**src/rtl/rename_unit_pkg.sv**
```systemverilog
// Shared widths, tag types and reset images for the rename slice.
// Latency: n/a (types and constants only).
// Backpressure: n/a.
package rename_unit_pkg;

  localparam int NUM_PHY  = 64;
  localparam int NUM_ARCH = 32;
  localparam int PHY_W    = $clog2(NUM_PHY);
  localparam int ARCH_W   = $clog2(NUM_ARCH);
  localparam int FL_DEPTH = NUM_PHY - NUM_ARCH;
  localparam int FL_PTR_W = $clog2(FL_DEPTH);
  localparam int FL_CNT_W = FL_PTR_W + 1;

  typedef logic [PHY_W-1:0]  phy_tag_t;
  typedef logic [ARCH_W-1:0] arch_reg_t;

  // Packed so whole-table copies (flush restore, reset) are single assignments
  typedef phy_tag_t [NUM_ARCH-1:0] rat_t;
  typedef phy_tag_t [FL_DEPTH-1:0] fl_mem_t;

  localparam phy_tag_t ZERO_TAG = '0;

  // Architectural register r maps to physical register r out of reset
  function automatic rat_t identity_rat();
    rat_t m;
    for (int i = 0; i < NUM_ARCH; i++) m[i] = phy_tag_t'(i);
    return m;
  endfunction

  // Tags above the architectural range start out free, in ascending order
  function automatic fl_mem_t fl_reset_image();
    fl_mem_t m;
    for (int i = 0; i < FL_DEPTH; i++) m[i] = phy_tag_t'(NUM_ARCH + i);
    return m;
  endfunction

endpackage

```
**src/rtl/rename_unit_if.sv**
```systemverilog
// Decode-group, issue-window, wakeup and commit signals of the rename stage.
// Latency: n/a (wiring only).
// Backpressure: Stall from the window, Rename_stall back to decode.
interface rename_unit_if;
  import rename_unit_pkg::*;

  logic      flush;
  logic      Stall;
  logic      Rename_stall;

  logic      Inst1_Valid, Inst2_Valid;
  arch_reg_t Inst1_Rs, Inst1_Rt, Inst1_Rdst;
  arch_reg_t Inst2_Rs, Inst2_Rt, Inst2_Rdst;

  logic      RN_Inst1_Valid, RN_Inst2_Valid;
  phy_tag_t  RN_Inst1_Phydst, RN_Inst1_Src1, RN_Inst1_Src2;
  phy_tag_t  RN_Inst2_Phydst, RN_Inst2_Src1, RN_Inst2_Src2;
  logic      RN_Inst1_Src1_Wake, RN_Inst1_Src2_Wake;
  logic      RN_Inst2_Src1_Wake, RN_Inst2_Src2_Wake;

  logic      ALU0_Commit, ALU1_Commit, BU_Commit, DU_Commit;
  phy_tag_t  ALU0_Phydst, ALU1_Phydst, BU_Phydst, DU_Phydst;

  logic      Commit_1, Commit_2;
  phy_tag_t  Commit_Phy_1, Commit_Phy_2;
  arch_reg_t Commit_Rdst_1, Commit_Rdst_2;

  modport master (
    output flush, Stall,
    output Inst1_Valid, Inst2_Valid, Inst1_Rs, Inst1_Rt, Inst1_Rdst,
    output Inst2_Rs, Inst2_Rt, Inst2_Rdst,
    output ALU0_Commit, ALU1_Commit, BU_Commit, DU_Commit,
    output ALU0_Phydst, ALU1_Phydst, BU_Phydst, DU_Phydst,
    output Commit_1, Commit_2, Commit_Phy_1, Commit_Phy_2, Commit_Rdst_1, Commit_Rdst_2,
    input  Rename_stall,
    input  RN_Inst1_Valid, RN_Inst2_Valid,
    input  RN_Inst1_Phydst, RN_Inst1_Src1, RN_Inst1_Src2,
    input  RN_Inst2_Phydst, RN_Inst2_Src1, RN_Inst2_Src2,
    input  RN_Inst1_Src1_Wake, RN_Inst1_Src2_Wake, RN_Inst2_Src1_Wake, RN_Inst2_Src2_Wake
  );

  modport slave (
    input  flush, Stall,
    input  Inst1_Valid, Inst2_Valid, Inst1_Rs, Inst1_Rt, Inst1_Rdst,
    input  Inst2_Rs, Inst2_Rt, Inst2_Rdst,
    input  ALU0_Commit, ALU1_Commit, BU_Commit, DU_Commit,
    input  ALU0_Phydst, ALU1_Phydst, BU_Phydst, DU_Phydst,
    input  Commit_1, Commit_2, Commit_Phy_1, Commit_Phy_2, Commit_Rdst_1, Commit_Rdst_2,
    output Rename_stall,
    output RN_Inst1_Valid, RN_Inst2_Valid,
    output RN_Inst1_Phydst, RN_Inst1_Src1, RN_Inst1_Src2,
    output RN_Inst2_Phydst, RN_Inst2_Src1, RN_Inst2_Src2,
    output RN_Inst1_Src1_Wake, RN_Inst1_Src2_Wake, RN_Inst2_Src1_Wake, RN_Inst2_Src2_Wake
  );

endinterface

```
**src/rtl/rename_free_list.sv**
```systemverilog
// Circular free-tag FIFO: 2 pops at head, 2 pushes at tail, retire_head checkpoint for flush.
// Latency: pop data is combinational from head; pointer/count updates at the next edge.
// Backpressure: none internally; the caller must never pop more than count.
module rename_free_list
  import rename_unit_pkg::*;
(
  input  logic                clk,
  input  logic                rst,
  input  logic                flush,
  input  logic [1:0]          pop_cnt,
  input  logic                push1_vld,
  input  phy_tag_t            push1_dat,
  input  logic                push2_vld,
  input  phy_tag_t            push2_dat,
  output phy_tag_t            pop1_dat,
  output phy_tag_t            pop2_dat,
  output logic [FL_CNT_W-1:0] count
);

  fl_mem_t               fifo;
  logic [FL_PTR_W-1:0]   head, retire_head, tail;
  logic [FL_PTR_W-1:0]   head_p1, tail_2nd, tail_nxt, rhead_nxt;
  logic [1:0]            push_cnt;
  logic [FL_CNT_W-1:0]   restore_cnt;

  // Pointers are FL_DEPTH-wide (power of two), so modulo wrap is free
  assign head_p1   = head + FL_PTR_W'(1);
  assign pop1_dat  = fifo[head];
  assign pop2_dat  = fifo[head_p1];

  // A lone slot-2 push lands at tail; pushes are packed in commit order
  assign push_cnt  = {1'b0, push1_vld} + {1'b0, push2_vld};
  assign tail_2nd  = tail + FL_PTR_W'(push1_vld);
  assign tail_nxt  = tail + FL_PTR_W'(push_cnt);
  // Every retiring writer consumed one allocated entry, so retire_head tracks pushes
  assign rhead_nxt = retire_head + FL_PTR_W'(push_cnt);
  // Equal pointers after restore mean the whole committed free set is available
  assign restore_cnt = (tail_nxt == rhead_nxt) ? FL_CNT_W'(FL_DEPTH)
                                               : {1'b0, tail_nxt - rhead_nxt};

  // Storage, pointers and speculative count; flush rolls head back to the retire checkpoint
  always_ff @(posedge clk or negedge rst) begin
    if (!rst) begin
      fifo        <= fl_reset_image();
      head        <= '0;
      retire_head <= '0;
      tail        <= '0;
      count       <= FL_CNT_W'(FL_DEPTH);
    end else begin
      if (push1_vld) fifo[tail]     <= push1_dat;
      if (push2_vld) fifo[tail_2nd] <= push2_dat;
      tail        <= tail_nxt;
      retire_head <= rhead_nxt;
      if (flush) begin
        head  <= rhead_nxt;
        count <= restore_cnt;
      end else begin
        head  <= head + FL_PTR_W'(pop_cnt);
        count <= count + FL_CNT_W'(push_cnt) - FL_CNT_W'(pop_cnt);
      end
    end
  end

  // Pushing into a full list means a tag was freed twice or never allocated
  property p_no_overflow;
    @(posedge clk) disable iff (!rst)
      ((FL_CNT_W+1)'(count) + (FL_CNT_W+1)'(push_cnt)) <=
      ((FL_CNT_W+1)'(FL_DEPTH) + (FL_CNT_W+1)'(pop_cnt));
  endproperty
  a_no_overflow: assert property (p_no_overflow);

endmodule

```
**src/rtl/rename_unit.sv**
```systemverilog
// Two-wide rename: speculative/retirement RATs, ready table, free list, one output register.
// Latency: one cycle from accepted decode group to RN_* outputs.
// Backpressure: Rename_stall when free tags run short or Stall is high; RN_* hold under Stall.
module rename_unit
  import rename_unit_pkg::*;
(
  input logic         clk,
  input logic         rst,
  rename_unit_if.slave bus
);

  logic                alloc1, alloc2, do_rename;
  logic [1:0]          need;
  logic [FL_CNT_W-1:0] fl_count;
  phy_tag_t            fl_pop1, fl_pop2, new1, new2;

  logic                c1, c2;
  phy_tag_t            old1, old2;

  rat_t                srat, rrat, rrat_nxt;
  logic [NUM_PHY-1:0]  ready, wake_vec, ready_now;

  phy_tag_t            s11, s12, s21, s22;
  logic                w11, w12, w21, w22;
  logic                byp21, byp22;

  // Allocation demand and the stall seen by decode
  assign alloc1    = bus.Inst1_Valid && (bus.Inst1_Rdst != '0);
  assign alloc2    = bus.Inst1_Valid && bus.Inst2_Valid && (bus.Inst2_Rdst != '0);
  assign need      = {1'b0, alloc1} + {1'b0, alloc2};
  assign bus.Rename_stall = (FL_CNT_W'(need) > fl_count) || bus.Stall;
  assign do_rename = !bus.Rename_stall && !bus.flush;

  // Slot 2 takes the entry after whatever slot 1 consumed
  assign new1 = fl_pop1;
  assign new2 = alloc1 ? fl_pop2 : fl_pop1;

  // Wakeup strobes of this cycle, folded into the ready view; tag 0 is permanently ready
  always_comb begin
    wake_vec = '0;
    if (bus.ALU0_Commit) wake_vec[bus.ALU0_Phydst] = 1'b1;
    if (bus.ALU1_Commit) wake_vec[bus.ALU1_Phydst] = 1'b1;
    if (bus.BU_Commit)   wake_vec[bus.BU_Phydst]   = 1'b1;
    if (bus.DU_Commit)   wake_vec[bus.DU_Phydst]   = 1'b1;
  end
  assign ready_now = ready | wake_vec | NUM_PHY'(1);

  // Source lookup; slot 2 forwards slot 1's fresh tag, which cannot be ready yet
  assign byp21 = alloc1 && (bus.Inst2_Rs == bus.Inst1_Rdst);
  assign byp22 = alloc1 && (bus.Inst2_Rt == bus.Inst1_Rdst);
  assign s11   = srat[bus.Inst1_Rs];
  assign s12   = srat[bus.Inst1_Rt];
  assign s21   = byp21 ? new1 : srat[bus.Inst2_Rs];
  assign s22   = byp22 ? new1 : srat[bus.Inst2_Rt];
  assign w11   = ready_now[s11];
  assign w12   = ready_now[s12];
  assign w21   = !byp21 && ready_now[s21];
  assign w22   = !byp22 && ready_now[s22];

  // Retirement: the tag being overwritten is the one that becomes free
  assign c1   = bus.Commit_1 && (bus.Commit_Rdst_1 != '0);
  assign c2   = bus.Commit_2 && (bus.Commit_Rdst_2 != '0);
  assign old1 = rrat[bus.Commit_Rdst_1];
  assign old2 = (c1 && (bus.Commit_Rdst_2 == bus.Commit_Rdst_1)) ? bus.Commit_Phy_1
                                                                  : rrat[bus.Commit_Rdst_2];

  // Retirement RAT after this cycle's commits; also the flush restore image
  always_comb begin
    rrat_nxt = rrat;
    if (c1) rrat_nxt[bus.Commit_Rdst_1] = bus.Commit_Phy_1;
    if (c2) rrat_nxt[bus.Commit_Rdst_2] = bus.Commit_Phy_2;
  end

  rename_free_list u_fl (
    .clk       (clk),
    .rst       (rst),
    .flush     (bus.flush),
    .pop_cnt   (do_rename ? need : 2'd0),
    .push1_vld (c1),
    .push1_dat (old1),
    .push2_vld (c2),
    .push2_dat (old2),
    .pop1_dat  (fl_pop1),
    .pop2_dat  (fl_pop2),
    .count     (fl_count)
  );

  // Both RATs; a same-Rdst pair leaves slot 2's tag because its write comes last
  always_ff @(posedge clk or negedge rst) begin
    if (!rst) begin
      srat <= identity_rat();
      rrat <= identity_rat();
    end else begin
      rrat <= rrat_nxt;
      if (bus.flush) begin
        srat <= rrat_nxt;
      end else if (do_rename) begin
        if (alloc1) srat[bus.Inst1_Rdst] <= new1;
        if (alloc2) srat[bus.Inst2_Rdst] <= new2;
      end
    end
  end

  // Ready table: wakeups set, fresh allocations clear, flush sets everything
  always_ff @(posedge clk or negedge rst) begin
    if (!rst) begin
      ready <= '1;
    end else if (bus.flush) begin
      ready <= '1;
    end else begin
      ready <= ready_now;
      if (do_rename && alloc1) ready[new1] <= 1'b0;
      if (do_rename && alloc2) ready[new2] <= 1'b0;
    end
  end

  // Output register: load on accept, hold under Stall while still catching wakeups
  always_ff @(posedge clk or negedge rst) begin
    if (!rst) begin
      bus.RN_Inst1_Valid     <= 1'b0;
      bus.RN_Inst2_Valid     <= 1'b0;
      bus.RN_Inst1_Phydst    <= ZERO_TAG;
      bus.RN_Inst1_Src1      <= ZERO_TAG;
      bus.RN_Inst1_Src2      <= ZERO_TAG;
      bus.RN_Inst2_Phydst    <= ZERO_TAG;
      bus.RN_Inst2_Src1      <= ZERO_TAG;
      bus.RN_Inst2_Src2      <= ZERO_TAG;
      bus.RN_Inst1_Src1_Wake <= 1'b0;
      bus.RN_Inst1_Src2_Wake <= 1'b0;
      bus.RN_Inst2_Src1_Wake <= 1'b0;
      bus.RN_Inst2_Src2_Wake <= 1'b0;
    end else if (bus.flush) begin
      bus.RN_Inst1_Valid <= 1'b0;
      bus.RN_Inst2_Valid <= 1'b0;
    end else if (bus.Stall) begin
      bus.RN_Inst1_Src1_Wake <= bus.RN_Inst1_Src1_Wake | wake_vec[bus.RN_Inst1_Src1];
      bus.RN_Inst1_Src2_Wake <= bus.RN_Inst1_Src2_Wake | wake_vec[bus.RN_Inst1_Src2];
      bus.RN_Inst2_Src1_Wake <= bus.RN_Inst2_Src1_Wake | wake_vec[bus.RN_Inst2_Src1];
      bus.RN_Inst2_Src2_Wake <= bus.RN_Inst2_Src2_Wake | wake_vec[bus.RN_Inst2_Src2];
    end else if (do_rename) begin
      bus.RN_Inst1_Valid     <= bus.Inst1_Valid;
      bus.RN_Inst2_Valid     <= bus.Inst1_Valid && bus.Inst2_Valid;
      bus.RN_Inst1_Phydst    <= alloc1 ? new1 : ZERO_TAG;
      bus.RN_Inst2_Phydst    <= alloc2 ? new2 : ZERO_TAG;
      bus.RN_Inst1_Src1      <= s11;
      bus.RN_Inst1_Src2      <= s12;
      bus.RN_Inst2_Src1      <= s21;
      bus.RN_Inst2_Src2      <= s22;
      bus.RN_Inst1_Src1_Wake <= w11;
      bus.RN_Inst1_Src2_Wake <= w12;
      bus.RN_Inst2_Src1_Wake <= w21;
      bus.RN_Inst2_Src2_Wake <= w22;
    end else begin
      bus.RN_Inst1_Valid <= 1'b0;
      bus.RN_Inst2_Valid <= 1'b0;
    end
  end

endmodule

```
**src/flat_wrapper.sv**
```systemverilog
// flat-port wrapper written by rule: the top's interface ports become plain ports
module rename_unit_flat import rename_unit_pkg::*;
  (clk, rst, bus_flush, bus_Stall, bus_Inst1_Valid, bus_Inst2_Valid, bus_Inst1_Rs, bus_Inst1_Rt, bus_Inst1_Rdst, bus_Inst2_Rs, bus_Inst2_Rt, bus_Inst2_Rdst, bus_ALU0_Commit, bus_ALU1_Commit, bus_BU_Commit, bus_DU_Commit, bus_ALU0_Phydst, bus_ALU1_Phydst, bus_BU_Phydst, bus_DU_Phydst, bus_Commit_1, bus_Commit_2, bus_Commit_Phy_1, bus_Commit_Phy_2, bus_Commit_Rdst_1, bus_Commit_Rdst_2, bus_Rename_stall, bus_RN_Inst1_Valid, bus_RN_Inst2_Valid, bus_RN_Inst1_Phydst, bus_RN_Inst1_Src1, bus_RN_Inst1_Src2, bus_RN_Inst2_Phydst, bus_RN_Inst2_Src1, bus_RN_Inst2_Src2, bus_RN_Inst1_Src1_Wake, bus_RN_Inst1_Src2_Wake, bus_RN_Inst2_Src1_Wake, bus_RN_Inst2_Src2_Wake);
  rename_unit_if bus_i ();
  input logic clk;
  input logic rst;
  input wire logic [$bits(bus_i.flush)-1:0] bus_flush;
  input wire logic [$bits(bus_i.Stall)-1:0] bus_Stall;
  input wire logic [$bits(bus_i.Inst1_Valid)-1:0] bus_Inst1_Valid;
  input wire logic [$bits(bus_i.Inst2_Valid)-1:0] bus_Inst2_Valid;
  input wire logic [$bits(bus_i.Inst1_Rs)-1:0] bus_Inst1_Rs;
  input wire logic [$bits(bus_i.Inst1_Rt)-1:0] bus_Inst1_Rt;
  input wire logic [$bits(bus_i.Inst1_Rdst)-1:0] bus_Inst1_Rdst;
  input wire logic [$bits(bus_i.Inst2_Rs)-1:0] bus_Inst2_Rs;
  input wire logic [$bits(bus_i.Inst2_Rt)-1:0] bus_Inst2_Rt;
  input wire logic [$bits(bus_i.Inst2_Rdst)-1:0] bus_Inst2_Rdst;
  input wire logic [$bits(bus_i.ALU0_Commit)-1:0] bus_ALU0_Commit;
  input wire logic [$bits(bus_i.ALU1_Commit)-1:0] bus_ALU1_Commit;
  input wire logic [$bits(bus_i.BU_Commit)-1:0] bus_BU_Commit;
  input wire logic [$bits(bus_i.DU_Commit)-1:0] bus_DU_Commit;
  input wire logic [$bits(bus_i.ALU0_Phydst)-1:0] bus_ALU0_Phydst;
  input wire logic [$bits(bus_i.ALU1_Phydst)-1:0] bus_ALU1_Phydst;
  input wire logic [$bits(bus_i.BU_Phydst)-1:0] bus_BU_Phydst;
  input wire logic [$bits(bus_i.DU_Phydst)-1:0] bus_DU_Phydst;
  input wire logic [$bits(bus_i.Commit_1)-1:0] bus_Commit_1;
  input wire logic [$bits(bus_i.Commit_2)-1:0] bus_Commit_2;
  input wire logic [$bits(bus_i.Commit_Phy_1)-1:0] bus_Commit_Phy_1;
  input wire logic [$bits(bus_i.Commit_Phy_2)-1:0] bus_Commit_Phy_2;
  input wire logic [$bits(bus_i.Commit_Rdst_1)-1:0] bus_Commit_Rdst_1;
  input wire logic [$bits(bus_i.Commit_Rdst_2)-1:0] bus_Commit_Rdst_2;
  output wire logic [$bits(bus_i.Rename_stall)-1:0] bus_Rename_stall;
  output wire logic [$bits(bus_i.RN_Inst1_Valid)-1:0] bus_RN_Inst1_Valid;
  output wire logic [$bits(bus_i.RN_Inst2_Valid)-1:0] bus_RN_Inst2_Valid;
  output wire logic [$bits(bus_i.RN_Inst1_Phydst)-1:0] bus_RN_Inst1_Phydst;
  output wire logic [$bits(bus_i.RN_Inst1_Src1)-1:0] bus_RN_Inst1_Src1;
  output wire logic [$bits(bus_i.RN_Inst1_Src2)-1:0] bus_RN_Inst1_Src2;
  output wire logic [$bits(bus_i.RN_Inst2_Phydst)-1:0] bus_RN_Inst2_Phydst;
  output wire logic [$bits(bus_i.RN_Inst2_Src1)-1:0] bus_RN_Inst2_Src1;
  output wire logic [$bits(bus_i.RN_Inst2_Src2)-1:0] bus_RN_Inst2_Src2;
  output wire logic [$bits(bus_i.RN_Inst1_Src1_Wake)-1:0] bus_RN_Inst1_Src1_Wake;
  output wire logic [$bits(bus_i.RN_Inst1_Src2_Wake)-1:0] bus_RN_Inst1_Src2_Wake;
  output wire logic [$bits(bus_i.RN_Inst2_Src1_Wake)-1:0] bus_RN_Inst2_Src1_Wake;
  output wire logic [$bits(bus_i.RN_Inst2_Src2_Wake)-1:0] bus_RN_Inst2_Src2_Wake;
  assign bus_i.flush = bus_flush;
  assign bus_i.Stall = bus_Stall;
  assign bus_i.Inst1_Valid = bus_Inst1_Valid;
  assign bus_i.Inst2_Valid = bus_Inst2_Valid;
  assign bus_i.Inst1_Rs = bus_Inst1_Rs;
  assign bus_i.Inst1_Rt = bus_Inst1_Rt;
  assign bus_i.Inst1_Rdst = bus_Inst1_Rdst;
  assign bus_i.Inst2_Rs = bus_Inst2_Rs;
  assign bus_i.Inst2_Rt = bus_Inst2_Rt;
  assign bus_i.Inst2_Rdst = bus_Inst2_Rdst;
  assign bus_i.ALU0_Commit = bus_ALU0_Commit;
  assign bus_i.ALU1_Commit = bus_ALU1_Commit;
  assign bus_i.BU_Commit = bus_BU_Commit;
  assign bus_i.DU_Commit = bus_DU_Commit;
  assign bus_i.ALU0_Phydst = bus_ALU0_Phydst;
  assign bus_i.ALU1_Phydst = bus_ALU1_Phydst;
  assign bus_i.BU_Phydst = bus_BU_Phydst;
  assign bus_i.DU_Phydst = bus_DU_Phydst;
  assign bus_i.Commit_1 = bus_Commit_1;
  assign bus_i.Commit_2 = bus_Commit_2;
  assign bus_i.Commit_Phy_1 = bus_Commit_Phy_1;
  assign bus_i.Commit_Phy_2 = bus_Commit_Phy_2;
  assign bus_i.Commit_Rdst_1 = bus_Commit_Rdst_1;
  assign bus_i.Commit_Rdst_2 = bus_Commit_Rdst_2;
  assign bus_Rename_stall = bus_i.Rename_stall;
  assign bus_RN_Inst1_Valid = bus_i.RN_Inst1_Valid;
  assign bus_RN_Inst2_Valid = bus_i.RN_Inst2_Valid;
  assign bus_RN_Inst1_Phydst = bus_i.RN_Inst1_Phydst;
  assign bus_RN_Inst1_Src1 = bus_i.RN_Inst1_Src1;
  assign bus_RN_Inst1_Src2 = bus_i.RN_Inst1_Src2;
  assign bus_RN_Inst2_Phydst = bus_i.RN_Inst2_Phydst;
  assign bus_RN_Inst2_Src1 = bus_i.RN_Inst2_Src1;
  assign bus_RN_Inst2_Src2 = bus_i.RN_Inst2_Src2;
  assign bus_RN_Inst1_Src1_Wake = bus_i.RN_Inst1_Src1_Wake;
  assign bus_RN_Inst1_Src2_Wake = bus_i.RN_Inst1_Src2_Wake;
  assign bus_RN_Inst2_Src1_Wake = bus_i.RN_Inst2_Src1_Wake;
  assign bus_RN_Inst2_Src2_Wake = bus_i.RN_Inst2_Src2_Wake;
  rename_unit u_core (.clk(clk), .rst(rst), .bus(bus_i));
endmodule
```
**config.mk**
```make
export PLATFORM = sky130hd
export DESIGN_NAME = rename_unit_flat
export DESIGN_NICKNAME = d
export VERILOG_FILES = /design/src/rtl/rename_unit_pkg.sv /design/src/rtl/rename_unit_if.sv /design/src/rtl/rename_free_list.sv /design/src/rtl/rename_unit.sv /design/src/flat_wrapper.sv
export SDC_FILE = /design/constraint.sdc
export NUM_CORES = 2
export LEC_CHECK = 0
export ABC_AREA = 0
export BUFFER_PORTS_ARGS = -buffer_cell sky130_fd_sc_hd__buf_4
export CAP_MARGIN = 10
export CORE_MARGIN = 3
export CORE_UTILIZATION = 50
export DETAILED_ROUTE_END_ITERATION = 10
export PLACE_DENSITY = 0.66
export SLEW_MARGIN = 20
export SYNTH_ARGS = -nofsm -noshare
export SYNTH_HDL_FRONTEND = slang
export SYNTH_HIERARCHICAL = 1
export SYNTH_SLANG_ARGS = --single-unit
```
**constraint.sdc**
```tcl
create_clock -name clk -period 7.1 [get_ports clk]
set_input_delay 1.42 -clock clk [delete_from_list [all_inputs] [get_ports clk]]
set_output_delay 1.42 -clock clk [all_outputs]
set_load 0.05 [all_outputs]
```
==> results.json <==
{
  "period_minus_slack_ns": 5.871,
  "avgViaCountPerCell": 7.491,
  "drt_iter0_markers": 9491,
  "crit_type": "register to register",
  "setup_viol": 0,
  "port_buffers": 130,
  "start_kind": "register",
  "postPlaceCellArea_um2": 57550,
  "synth_xor_area_share_pct": 0.6043,
  "async_reset_ff_share_pct": 100.0,
  "postCtsSetupRepairBufs": 0,
  "remaining_drc_errors": 0,
  "overflow": 0,
  "netlist_instances": 5593,
  "cts_tree": "done",
  "cts_root_buf": "clkbuf_16",
  "p_leak_nw": 23.02,
  "tightest_slew_ns": 1.329,
  "yosysTopAreaCell": "mux4_2",
  "synth_edf_count": 0,
  "yosysMostFrequentCell": "nor2_1",
  "grt_use_total_pct": 41.95,
  "cp.arrival_ns": 6.43,
  "postLayoutCellArea_um2": 60720,
  "ant_nets": 0,
  "die_area_um2": 115400,
  "rsz0062_at_grt": "no",
  "syn_nets": 5708,
  "grt_pass1_wl_mm": 354.2,
  "syn_to_final_growth_pct": 9.027,
  "clock_latency_ns": 0.70,
  "first_pass_iters": 10,
  "hold_buffers": 0,
  "synth-compound-area-share_pct": 15.29,
  "clk_pin_slew_worst_paths_ns": 0.06,
  "drive_gt1_share_pct": 29.12,
  "cts_htree_levels": 3,
  "rows": 121,
  "antenna_found_initial": 16,
  "worst_clock_skew_ns": 0.04391,
  "finalCritPeriodShare_pct": 82.69,
  "ir_drop_mv": 0.5785,
  "muxShareOfSynthArea_pct": 33.22,
  "fmax_mhz": 170.3,
  "ys_top_cells_by_count": "nor2_1 (655), nand2_1 (543), mux4_2 (478)",
  "initial_core_util_pct": 50.74,
  "maxCapViolCount": 0,
  "ff2ff_path_depth": 10,
  "synthFlopType": "dfrtp_1",
  "syn_area_per_cell_um2": 9.957,
  "yosys_warnings": 6,
  "grt_pass1_vias": 47970,
  "routedWlPerCell_um": 35.76,
  "holdPathStages": 0,
  "report.final.slew_viol_count": 0,
  "cts_resized": 0,
  "wl_mm": 249.8,
  "cts.sinks": 702,
  "crit_fanout": 38,
  "core-area_um2": 109800,
  "synth_top_area_share_pct": 19.33,
  "p_per_area_nw_per_um2": 411.1,
  "finalNetCount": 5538,
  "netlist_area_um2": 55690,
  "synth-seq-cells": 702,
  "synth_top_family_by_area": "multiplexers",
  "max_slew_margin_pct": 11.37,
  "synthTopCellsByArea": "mux4_2 (19%), dfrtp_1 (16%), dfstp_2 (16%), mux2i_1 (7.2%), mux2_2 (5.8%)",
  "hp-class": "register to register",
  "hpwlAfterDp_mm": 178.7,
  "clockBufferDepth": 3,
  "finalHoldViolCount": 0,
  "status": "completed",
  "cts_buffers": 88,
  "grt_max_degree": 155,
  "synthDistinctLibCells": 108,
  "io_pins": 131,
  "cp-end-kind": "register",
  "vias": 52330,
  "required_ns": 7.66,
  "die_h_um": 339.7,
  "fin_tns_setup_ns": 0,
  "synth-simple-area-share_pct": 13.74,
  "routabilityCongestion": 1.065,
  "synth-seq-area-share_pct": 32.30,
  "synthAdderAreaFrac_pct": 0.6605,
  "die_x_um": 339.7
}
## cells in the final DEF (no fill, tap or decap), drive strengths merged, types with 288 or more instances in the layout
cell type,synthesis,layout
nor2,665,665
nand2,543,543
mux4,489,489
a21oi,468,468
mux2i,407,407
dfrtp,366,366
dfstp,336,336
mux2,296,296
o21ai,289,289
o22ai,288,288
## power breakdown
group          switching (mW)  total [mW]  internal [mW]
clock                    1.97        4.88           2.91
sequential               1.58        7.18           5.60
combinational            8.23        12.9           4.67
## state kept, by name, summed over array words and instances (netlist names)
name	cells
u_core/bus.RN_Inst1_Valid	1
u_core/u_fl/count	6
u_core/bus.RN_Inst2_Src2_Wake	1
u_core/u_fl/retire_head	5
u_core/bus.RN_Inst2_Src2	6
u_core/u_fl/tail	5
u_core/ready	63
u_core/rrat	192
u_core/bus.RN_Inst2_Phydst	6
u_core/bus.RN_Inst1_Phydst	6
u_core/bus.RN_Inst2_Src1_Wake	1
u_core/bus.RN_Inst1_Src2	6
u_core/u_fl/head	5
u_core/bus.RN_Inst2_Valid	1
u_core/bus.RN_Inst2_Src1	6
u_core/srat	192
u_core/u_fl/fifo	192
u_core/bus.RN_Inst1_Src2_Wake	1
u_core/bus.RN_Inst1_Src1_Wake	1
u_core/bus.RN_Inst1_Src1	6
## layer usage
layer | track usage, % | vias to the layer above | wire [um]
met5 | 2.750 | - | 615
met4 | 16.40 | 30 | 11670
met3 | 21.40 | 729 | 45090
met2 | 55.44 | 4531 | 98290
met1 | 57.68 | 26080 | 94150
li1 | - | 20960 | -
## cells by family after synthesis
kind of cell	after synthesis
and+or+nand+nor	1672
AOI/OAI and AO/OA	1397
muxes	1192
DFF	702
buffers and inverters	567
xor gates and xnor gates	36
adders and majority gates	27
## worst max-delay path: stages, from the launching register on
cell and delay [ns]:
dfrtp_4 0.91, buf_4 0.33, mux4_2 0.51, mux4_2 0.55
mux2_2 0.61, mux2i_4 0.79, inv_1 0.13, nor3_1 0.84
nand2_1 0.56, o221ai_1 0.37, nand2_1 0.08
## worst paths after layout
kind                                     startpoint  slack [ns]             endpoint
worst min-delay path                 u_core/rrat[4]        0.43       u_core/rrat[4]
worst min register to register       u_core/rrat[4]        0.43       u_core/rrat[4]
worst max register to register  u_core/u_fl/head[0]        1.23     u_core/ready[30]
worst max-delay path            u_core/u_fl/head[0]        1.23     u_core/ready[30]
min in group asynchronous                       rst        0.78      u_core/srat[60]
max in group asynchronous                       rst        4.75  u_core/u_fl/fifo[7]
## final cells by class
type / instances / area (um^2)
Timing Repair Buffer: 257 / 1997
Antenna cell: 12 / 30.03
Tap cell: 1476 / 1847
Sequential cell: 702 / 17990
Clock inverter: 35 / 530.5
Multi-Input combinational cell: 4324 / 35570
Inverter: 50 / 192.7
Fill cell: 9525 / 49040
Clock buffer: 129 / 2557
## per-stage QoR
step	utilization (%)	hold slack [ns]	setup slack, ns	instances	power, mW
detailed placement	52.43	0.4149	1.141	6806	19.36
global route	55.30	0.4509	1.150	6976	25.50
floorplan	-	0.4571	1.112	5593	14.46
CTS	55.25	0.4283	1.378	6970	24.23
global placement	52.41	0.4001	1.183	6806	19.17
finish	55.32	0.4304	1.229	6985	24.96
Power figures use the tool's default switching activity.
